[config.mk]
export PLATFORM = sky130hd
export DESIGN_NAME = mem_port_arbiter
export DESIGN_NICKNAME = d
export VERILOG_FILES = /design/src/rtl/mem_port_arbiter_pkg.sv /design/src/rtl/mem_port_arbiter.sv
export SDC_FILE = /design/constraint.sdc
export NUM_CORES = 1
export LEC_CHECK = 0
export ABC_CLOCK_PERIOD_IN_PS = 1650
export CORE_MARGIN = 5
export CORE_UTILIZATION = 38
export DETAILED_ROUTE_END_ITERATION = 10
export PLACE_DENSITY_LB_ADDON = 0.25
export SLEW_MARGIN = 20
export SYNTH_ARGS = -nofsm -noshare
export SYNTH_HDL_FRONTEND = slang
export SYNTH_SLANG_ARGS = --single-unit
[constraint.sdc]
create_clock -name clk -period 1.65 [get_ports clk]
set_input_delay 0.2475 -clock clk [delete_from_list [all_inputs] [get_ports clk]]
set_output_delay 0.2475 -clock clk [all_outputs]
set_load 0.02 [all_outputs]
[src/rtl/mem_port_arbiter_pkg.sv]
// rtl/mem_port_arbiter_pkg.sv - shared types, constants and byte-merge helper for mem_port_arbiter
//
// Purpose : FSM state encoding, byte-enable constants and the read-modify-write
//           merge function used by the memory port arbiter.
// Ports   : none (package).
package mem_port_arbiter_pkg;

   typedef enum logic [0:0] {
      IDLE   = 1'b0,
      RMW_WR = 1'b1
   } state_t;

   localparam logic [3:0] BE_FULL = 4'hF;
   localparam logic [3:0] BE_NONE = 4'h0;

   // Replace only the byte lanes selected by be; other lanes keep the old word.
   function automatic logic [31:0] byte_merge(input logic [31:0] old_word,
                                              input logic [31:0] new_word,
                                              input logic [3:0]  be);
      logic [31:0] merged;
      merged = old_word;
      for (int i = 0; i < 4; i++) begin
         if (be[i]) begin
            merged[8*i +: 8] = new_word[8*i +: 8];
         end
      end
      return merged;
   endfunction

endpackage

[src/rtl/mem_port_arbiter.sv]
// rtl/mem_port_arbiter.sv - single-port word memory shared by fetch and load/store ports
//
// Purpose : arbitrates one access per cycle between instruction fetch and
//           data ports, data first unless fetch has been starved for
//           STARVE_LIMIT cycles; registers responses; performs partial
//           stores as a two-cycle read-modify-write.
// Ports   : clk, rst (sync, active-low)
//           if_req_*  / if_rsp_*  fetch request/response
//           d_req_*   / d_rsp_*   load/store request/response
//           mem_addr, mem_wr_en, mem_wr_data, mem_rd_data  memory side
module mem_port_arbiter
   import mem_port_arbiter_pkg::*;
#(
   parameter int ADDR_W       = 10,
   parameter int STARVE_LIMIT = 4
) (
   input  logic        clk,
   input  logic        rst,
   input  logic        if_req_valid,
   output logic        if_req_ready,
   input  logic [31:0] if_req_addr,
   output logic        if_rsp_valid,
   output logic [31:0] if_rsp_data,
   output logic        if_rsp_err,
   input  logic        d_req_valid,
   output logic        d_req_ready,
   input  logic [31:0] d_req_addr,
   input  logic        d_req_we,
   input  logic [3:0]  d_req_be,
   input  logic [31:0] d_req_wdata,
   output logic        d_rsp_valid,
   output logic [31:0] d_rsp_data,
   output logic        d_rsp_err,
   output logic [31:0] mem_addr,
   output logic        mem_wr_en,
   output logic [31:0] mem_wr_data,
   input  logic [31:0] mem_rd_data
);

   localparam int CNT_W = $clog2(STARVE_LIMIT + 1);
   localparam logic [CNT_W-1:0] CNT_MAX = CNT_W'(STARVE_LIMIT);

   state_t             state_q, state_d;
   logic [CNT_W-1:0]   starve_cnt_q, starve_cnt_d;

   logic               if_rsp_valid_q, if_rsp_valid_d;
   logic [31:0]        if_rsp_data_q, if_rsp_data_d;
   logic               if_rsp_err_q, if_rsp_err_d;
   logic               d_rsp_valid_q, d_rsp_valid_d;
   logic [31:0]        d_rsp_data_q, d_rsp_data_d;
   logic               d_rsp_err_q, d_rsp_err_d;

   // Partial-store context captured in the read cycle, consumed in RMW_WR.
   logic [ADDR_W-1:0]  rmw_idx_q, rmw_idx_d;
   logic [3:0]         rmw_be_q, rmw_be_d;
   logic [31:0]        rmw_wdata_q, rmw_wdata_d;
   logic [31:0]        rmw_old_q, rmw_old_d;

   logic               if_gnt, d_gnt;
   logic               if_mis, d_mis;
   logic [ADDR_W-1:0]  if_idx, d_idx;
   logic [ADDR_W-1:0]  mem_idx;

   // Upper address bits are deliberately ignored so addresses wrap.
   logic               unused_addr_bits;
   assign unused_addr_bits = ^{if_req_addr[31:ADDR_W+2], d_req_addr[31:ADDR_W+2]};

   assign if_mis = (if_req_addr[1:0] != 2'b00);
   assign d_mis  = (d_req_addr[1:0] != 2'b00);
   assign if_idx = if_req_addr[ADDR_W+1:2];
   assign d_idx  = d_req_addr[ADDR_W+1:2];

   // Grant: data wins by default; fetch wins when data is idle or starved out.
   always_comb begin
      if_gnt = 1'b0;
      d_gnt  = 1'b0;
      if (rst && (state_q == IDLE)) begin
         if (if_req_valid && (!d_req_valid || (starve_cnt_q == CNT_MAX))) begin
            if_gnt = 1'b1;
         end else if (d_req_valid) begin
            d_gnt = 1'b1;
         end
      end
   end

   assign if_req_ready = if_gnt;
   assign d_req_ready  = d_gnt;

   // Starvation counter: counts denied fetch cycles, saturating.
   always_comb begin
      starve_cnt_d = starve_cnt_q;
      if (!if_req_valid || if_gnt) begin
         starve_cnt_d = '0;
      end else if (starve_cnt_q != CNT_MAX) begin
         starve_cnt_d = starve_cnt_q + CNT_W'(1);
      end
   end

   // Next state, memory side and response registers.
   always_comb begin
      state_d        = state_q;
      mem_idx        = '0;
      mem_wr_en      = 1'b0;
      mem_wr_data    = 32'h0;
      if_rsp_valid_d = 1'b0;
      if_rsp_data_d  = 32'h0;
      if_rsp_err_d   = 1'b0;
      d_rsp_valid_d  = 1'b0;
      d_rsp_data_d   = 32'h0;
      d_rsp_err_d    = 1'b0;
      rmw_idx_d      = rmw_idx_q;
      rmw_be_d       = rmw_be_q;
      rmw_wdata_d    = rmw_wdata_q;
      rmw_old_d      = rmw_old_q;

      case (state_q)
         IDLE: begin
            if (if_gnt) begin
               if_rsp_valid_d = 1'b1;
               if (if_mis) begin
                  if_rsp_err_d = 1'b1;
               end else begin
                  mem_idx       = if_idx;
                  if_rsp_data_d = mem_rd_data;
               end
            end else if (d_gnt) begin
               if (d_mis) begin
                  d_rsp_valid_d = 1'b1;
                  d_rsp_err_d   = 1'b1;
               end else if (!d_req_we) begin
                  mem_idx       = d_idx;
                  d_rsp_valid_d = 1'b1;
                  d_rsp_data_d  = mem_rd_data;
               end else if (d_req_be == BE_FULL) begin
                  mem_idx       = d_idx;
                  mem_wr_en     = 1'b1;
                  mem_wr_data   = d_req_wdata;
                  d_rsp_valid_d = 1'b1;
               end else if (d_req_be == BE_NONE) begin
                  d_rsp_valid_d = 1'b1;
               end else begin
                  // Partial store: read now, write the merged word next cycle.
                  mem_idx     = d_idx;
                  rmw_idx_d   = d_idx;
                  rmw_be_d    = d_req_be;
                  rmw_wdata_d = d_req_wdata;
                  rmw_old_d   = mem_rd_data;
                  state_d     = RMW_WR;
               end
            end
         end
         RMW_WR: begin
            // Gated by rst so a reset in this cycle drops the write.
            if (rst) begin
               mem_idx       = rmw_idx_q;
               mem_wr_en     = 1'b1;
               mem_wr_data   = byte_merge(rmw_old_q, rmw_wdata_q, rmw_be_q);
               d_rsp_valid_d = 1'b1;
            end
            state_d = IDLE;
         end
         default: state_d = IDLE;
      endcase
   end

   assign mem_addr = {{(32-ADDR_W){1'b0}}, mem_idx};

   always_ff @(posedge clk) begin
      if (!rst) begin
         state_q        <= IDLE;
         starve_cnt_q   <= '0;
         if_rsp_valid_q <= 1'b0;
         if_rsp_data_q  <= 32'h0;
         if_rsp_err_q   <= 1'b0;
         d_rsp_valid_q  <= 1'b0;
         d_rsp_data_q   <= 32'h0;
         d_rsp_err_q    <= 1'b0;
         rmw_idx_q      <= '0;
         rmw_be_q       <= 4'h0;
         rmw_wdata_q    <= 32'h0;
         rmw_old_q      <= 32'h0;
      end else begin
         state_q        <= state_d;
         starve_cnt_q   <= starve_cnt_d;
         if_rsp_valid_q <= if_rsp_valid_d;
         if_rsp_data_q  <= if_rsp_data_d;
         if_rsp_err_q   <= if_rsp_err_d;
         d_rsp_valid_q  <= d_rsp_valid_d;
         d_rsp_data_q   <= d_rsp_data_d;
         d_rsp_err_q    <= d_rsp_err_d;
         rmw_idx_q      <= rmw_idx_d;
         rmw_be_q       <= rmw_be_d;
         rmw_wdata_q    <= rmw_wdata_d;
         rmw_old_q      <= rmw_old_d;
      end
   end

   assign if_rsp_valid = if_rsp_valid_q;
   assign if_rsp_data  = if_rsp_data_q;
   assign if_rsp_err   = if_rsp_err_q;
   assign d_rsp_valid  = d_rsp_valid_q;
   assign d_rsp_data   = d_rsp_data_q;
   assign d_rsp_err    = d_rsp_err_q;

endmodule

==> results.tsv <==
stage	metric	value	unit
status	outcome	finished with violations	
status	violations	setup timing	
clock_network	cts_max_path_buffers	2	
layout	antenna_cells	0	
floorplan	die-area	18400	µm²
global_routing	grt_pass1_vias	6066	
min_path	min_path_type	input pin to flop	
worst_setup_path	cp-end-kind	output pin	
clock_network	clkTransAtPathRegs	0.07	ns
power_and_ir_drop	p_leak	0.00438	µW
synth	ys_seq_area_frac	0.499	
min_path	hold_path_depth	3	
global_routing	grt_max_degree	58	
worst_setup_path	setup.worst_path.start	starve_cnt_q[0]$_SDFFE_PP0N_	
drt	drc	0	
worst_setup_path	max_stage_delay	0.37	ns
flow_run	max-cap-violations	0	
place	place_congestion	0.801	
floorplan	core	15700	µm²
clock_network	clock_latency	0.42	ns
clock_network	cts_hold_buf	0	
synth	ys_types	37	
layout	fin_nets	1072	
worst_setup_path	worstPathCellList	inv_2, ha_4, nand3_2, nor4b_4, and3_4, buf_12, o2bb2ai_4, buf_6	
power_and_ir_drop	p_per_area	778	nW/µm²
global_routing	overflow	0	
synth	synth-edff-count	0	
layout	final_core_util	0.702	
timing	rsz0062_at_grt	true	
timing	final.setup_skew	0.00735	ns
drt	vias	5967	
global_routing	grt_pass1_wl	33200	µm
place	portBuffers	209	
floorplan	start_util	0.383	
clock_network	cts-root-buf	clkbuf_16	
place	dpl_cell_area	9170	µm²
synth	avgSynthCellArea	9.22	µm²
worst_setup_path	critPathKind	flop to output pin	
timing	setup_violations	158	
timing	worst_slew_pin_slew	0.594	ns
drt	final_antenna_net_count	0	
timing	min_period	2.49	ns
synth	async_flop_share	0	
worst_setup_path	cp_top_family	simple AND/OR/NAND/NOR gates	
timing	drv_slew	0	
worst_setup_path	crit_buf_inv	3	
layout	layout-drive-gt1-share	0.341	
worst_setup_path	r2r_cells	13	
clock_network	cts_buffers	17	
power_and_ir_drop	peakVddDrop	0.677	mV
synth	netlist_instances	652	
clock_network	htree_num_levels	4	
worst_setup_path	required	1.40	ns
synth	synth_flop_cell	dfxtp_1	
worst_setup_path	timing.rr.start	starve_cnt_q[0]$_SDFFE_PP0N_	
global_routing	antenna_found_initial	0	
timing	slew_headroom	0.604	
synth	synth-seq-cells	150	
floorplan	io-pin-count	272	
drt	wire_per_inst	19.6	µm
synth	synth.area.top_cells	dfxtp_1, mux2i_1, nand3_1	
global_routing	grt_usage	0.234	
worst_setup_path	crit_cells	8	
timing	hold_viol_final	0	
floorplan	dieWidth	136	µm
synth	ys_warn_count	0	
timing	fin_crit_sh	1.51	
timing	setup_ws	-0.837	ns
drt	drtIter0Drc	310	
worst_setup_path	critPathMaxFanout	8	
clock_network	cts_tree	done	
synth	synth_top_area_frac	0.499	
worst_setup_path	critPathArrivalTime	2.24	ns
drt	dr.pass1.iters	5	
layout	design_area	11000	µm²
worst_setup_path	slowest_stage	and3_4	
synth	synth_common_cells	dfxtp_1, nand2_1, nand3_1	
layout	syn2layout_area_growth	83.5	%
min_path	min_from	d_req_addr[2]	
place	dpl.hpwl	13800	µm
synth	netlist_area	6010	µm²
drt	viasPerCell	5.14	
worst_setup_path	startpoint_type	flop	
synth	synth_area_leader_cell	dfxtp_1	
floorplan	die_h	136	µm
clock_network	clock-sinks	150	
timing	timing.fmax	402	MHz
floorplan	num_rows	46	
drt	routed_wl	22800	µm
synth	synth.most_common_cell	dfxtp_1	
-- report_power, final --
part	internal [µW]	leakage [µW]	switching, µW
Combinational	499	0.00287	497
Clock	2260	0.000291	1610
Sequential	3680	0.00121	30.3
Total	6450	0.00438	2140
-- logic make-up (layout without fill, tap and decap cells) --
kind of cell             after synthesis  after routing  share of synthesized area
other                                  1             22                   0.000624
AND/OR/NAND/NOR                      258            259                      0.220
multiplexers                          40             40                     0.0666
AO/OA/AOI/OAI                        116            117                      0.132
XOR/XNOR                               1              1                    0.00146
flip-flops                           150            150                      0.499
adder cells (fa/ha/maj)                2              2                    0.00416
buffers and inverters                 84            355                     0.0760
-- worst paths after layout --
| check | slack [ns] | end |
|---|---|---|
| setup / recovery | -0.84 | mem_wr_data[1] |
| hold / removal | 0.43 | rmw_idx_q[0]$_SDFFE_PN0P_ |
| setup reg to reg | -0.61 | rmw_old_q[30]$_SDFFE_PN0P_ |
| hold reg to reg | 0.45 | rmw_idx_q[9]$_SDFFE_PN0P_ |
-- final cells by class --
type                    count  area, µm²
flip-flops and latches    150       3010
clock inverters            15        168
repair buffers            318       3580
well taps                 216        270
clock buffers              17        425
multi-input cells         441       3560
inverters                   5       21.3
fillers                  1107       4680
-- stage by stage --
stage               setup slack (ns)  power, µW  instances  hold slack, ns  setup TNS [ns]
floorplan                     -0.153       4130        673           0.369           -5.96
global placement               -1.07       4600       1088           0.440         -118.12
detailed placement             -1.15       4620       1088           0.450         -127.67
CTS                           -0.741       8560       1159           0.406          -60.12
global route                  -0.894       8880       1162           0.441          -94.11
finish                        -0.837       8580       1162           0.427          -84.62
-- registers in the layout, summed over array words and instances, names as in the netlist --
register	count
if_rsp_data	32
d_rsp_valid	1
rmw_be_q	4
rmw_idx_q	10
if_rsp_valid	1
rmw_old_q	32
starve_cnt_q	3
rmw_wdata_q	32
state_q	1
if_rsp_err	1
d_rsp_data	32
d_rsp_err	1
-- cell usage in the layout, fill, tap and decap left out, types with 6 or more instances in the layout --
cell,n
clkdlybuf4s50_1,157
clkbuf_16,22
and3_1,42
a221o_1,10
o21ai_2,61
buf_12,28
dfxtp_1,148
o21ai_1,10
buf_8,7
nand3_1,57
mux2i_1,39
nand3_2,14
dlymetal6s2s_1,6
and2_1,28
buf_4,57
o2bb2ai_4,26
conb_1,22
and2_4,6
buf_6,54
o2bb2ai_2,6
nand2_1,90
-- per-layer routing --
layer | wire [µm] | vias up | track usage | part of all wire
li1 | - | 2820 | - | -
met1 | 9620 | 2832 | 0.298 | 0.42
met2 | 11000 | 263 | 0.386 | 0.48
met3 | 1490 | 52 | 0.0557 | 0.065
met4 | 650 | 0 | 0.0862 | 0.029
met5 | 0 | - | 0 | 0
-- worst register-to-register path, cell delays in order, from the launching register on --
cell,delay [ns]
dfxtp_2,0.34
inv_2,0.04
ha_4,0.16
nand3_2,0.10
nor4b_4,0.33
buf_4,0.20
buf_4,0.11
buf_6,0.08
buf_6,0.09
buf_12,0.09
and2_4,0.17
buf_12,0.14
buf_12,0.14
mux2i_1,0.19
-- what timing repair did --
item | 4_1_cts | 5_1_grt
pin swaps | 12 | 14
setup buffers | 25 | 7
cloned | 16 | 6
setup endpoints to repair | 189 | 195
gates resized for setup | 404 | 81
Note: power is estimated with default switching activity, not from simulation.
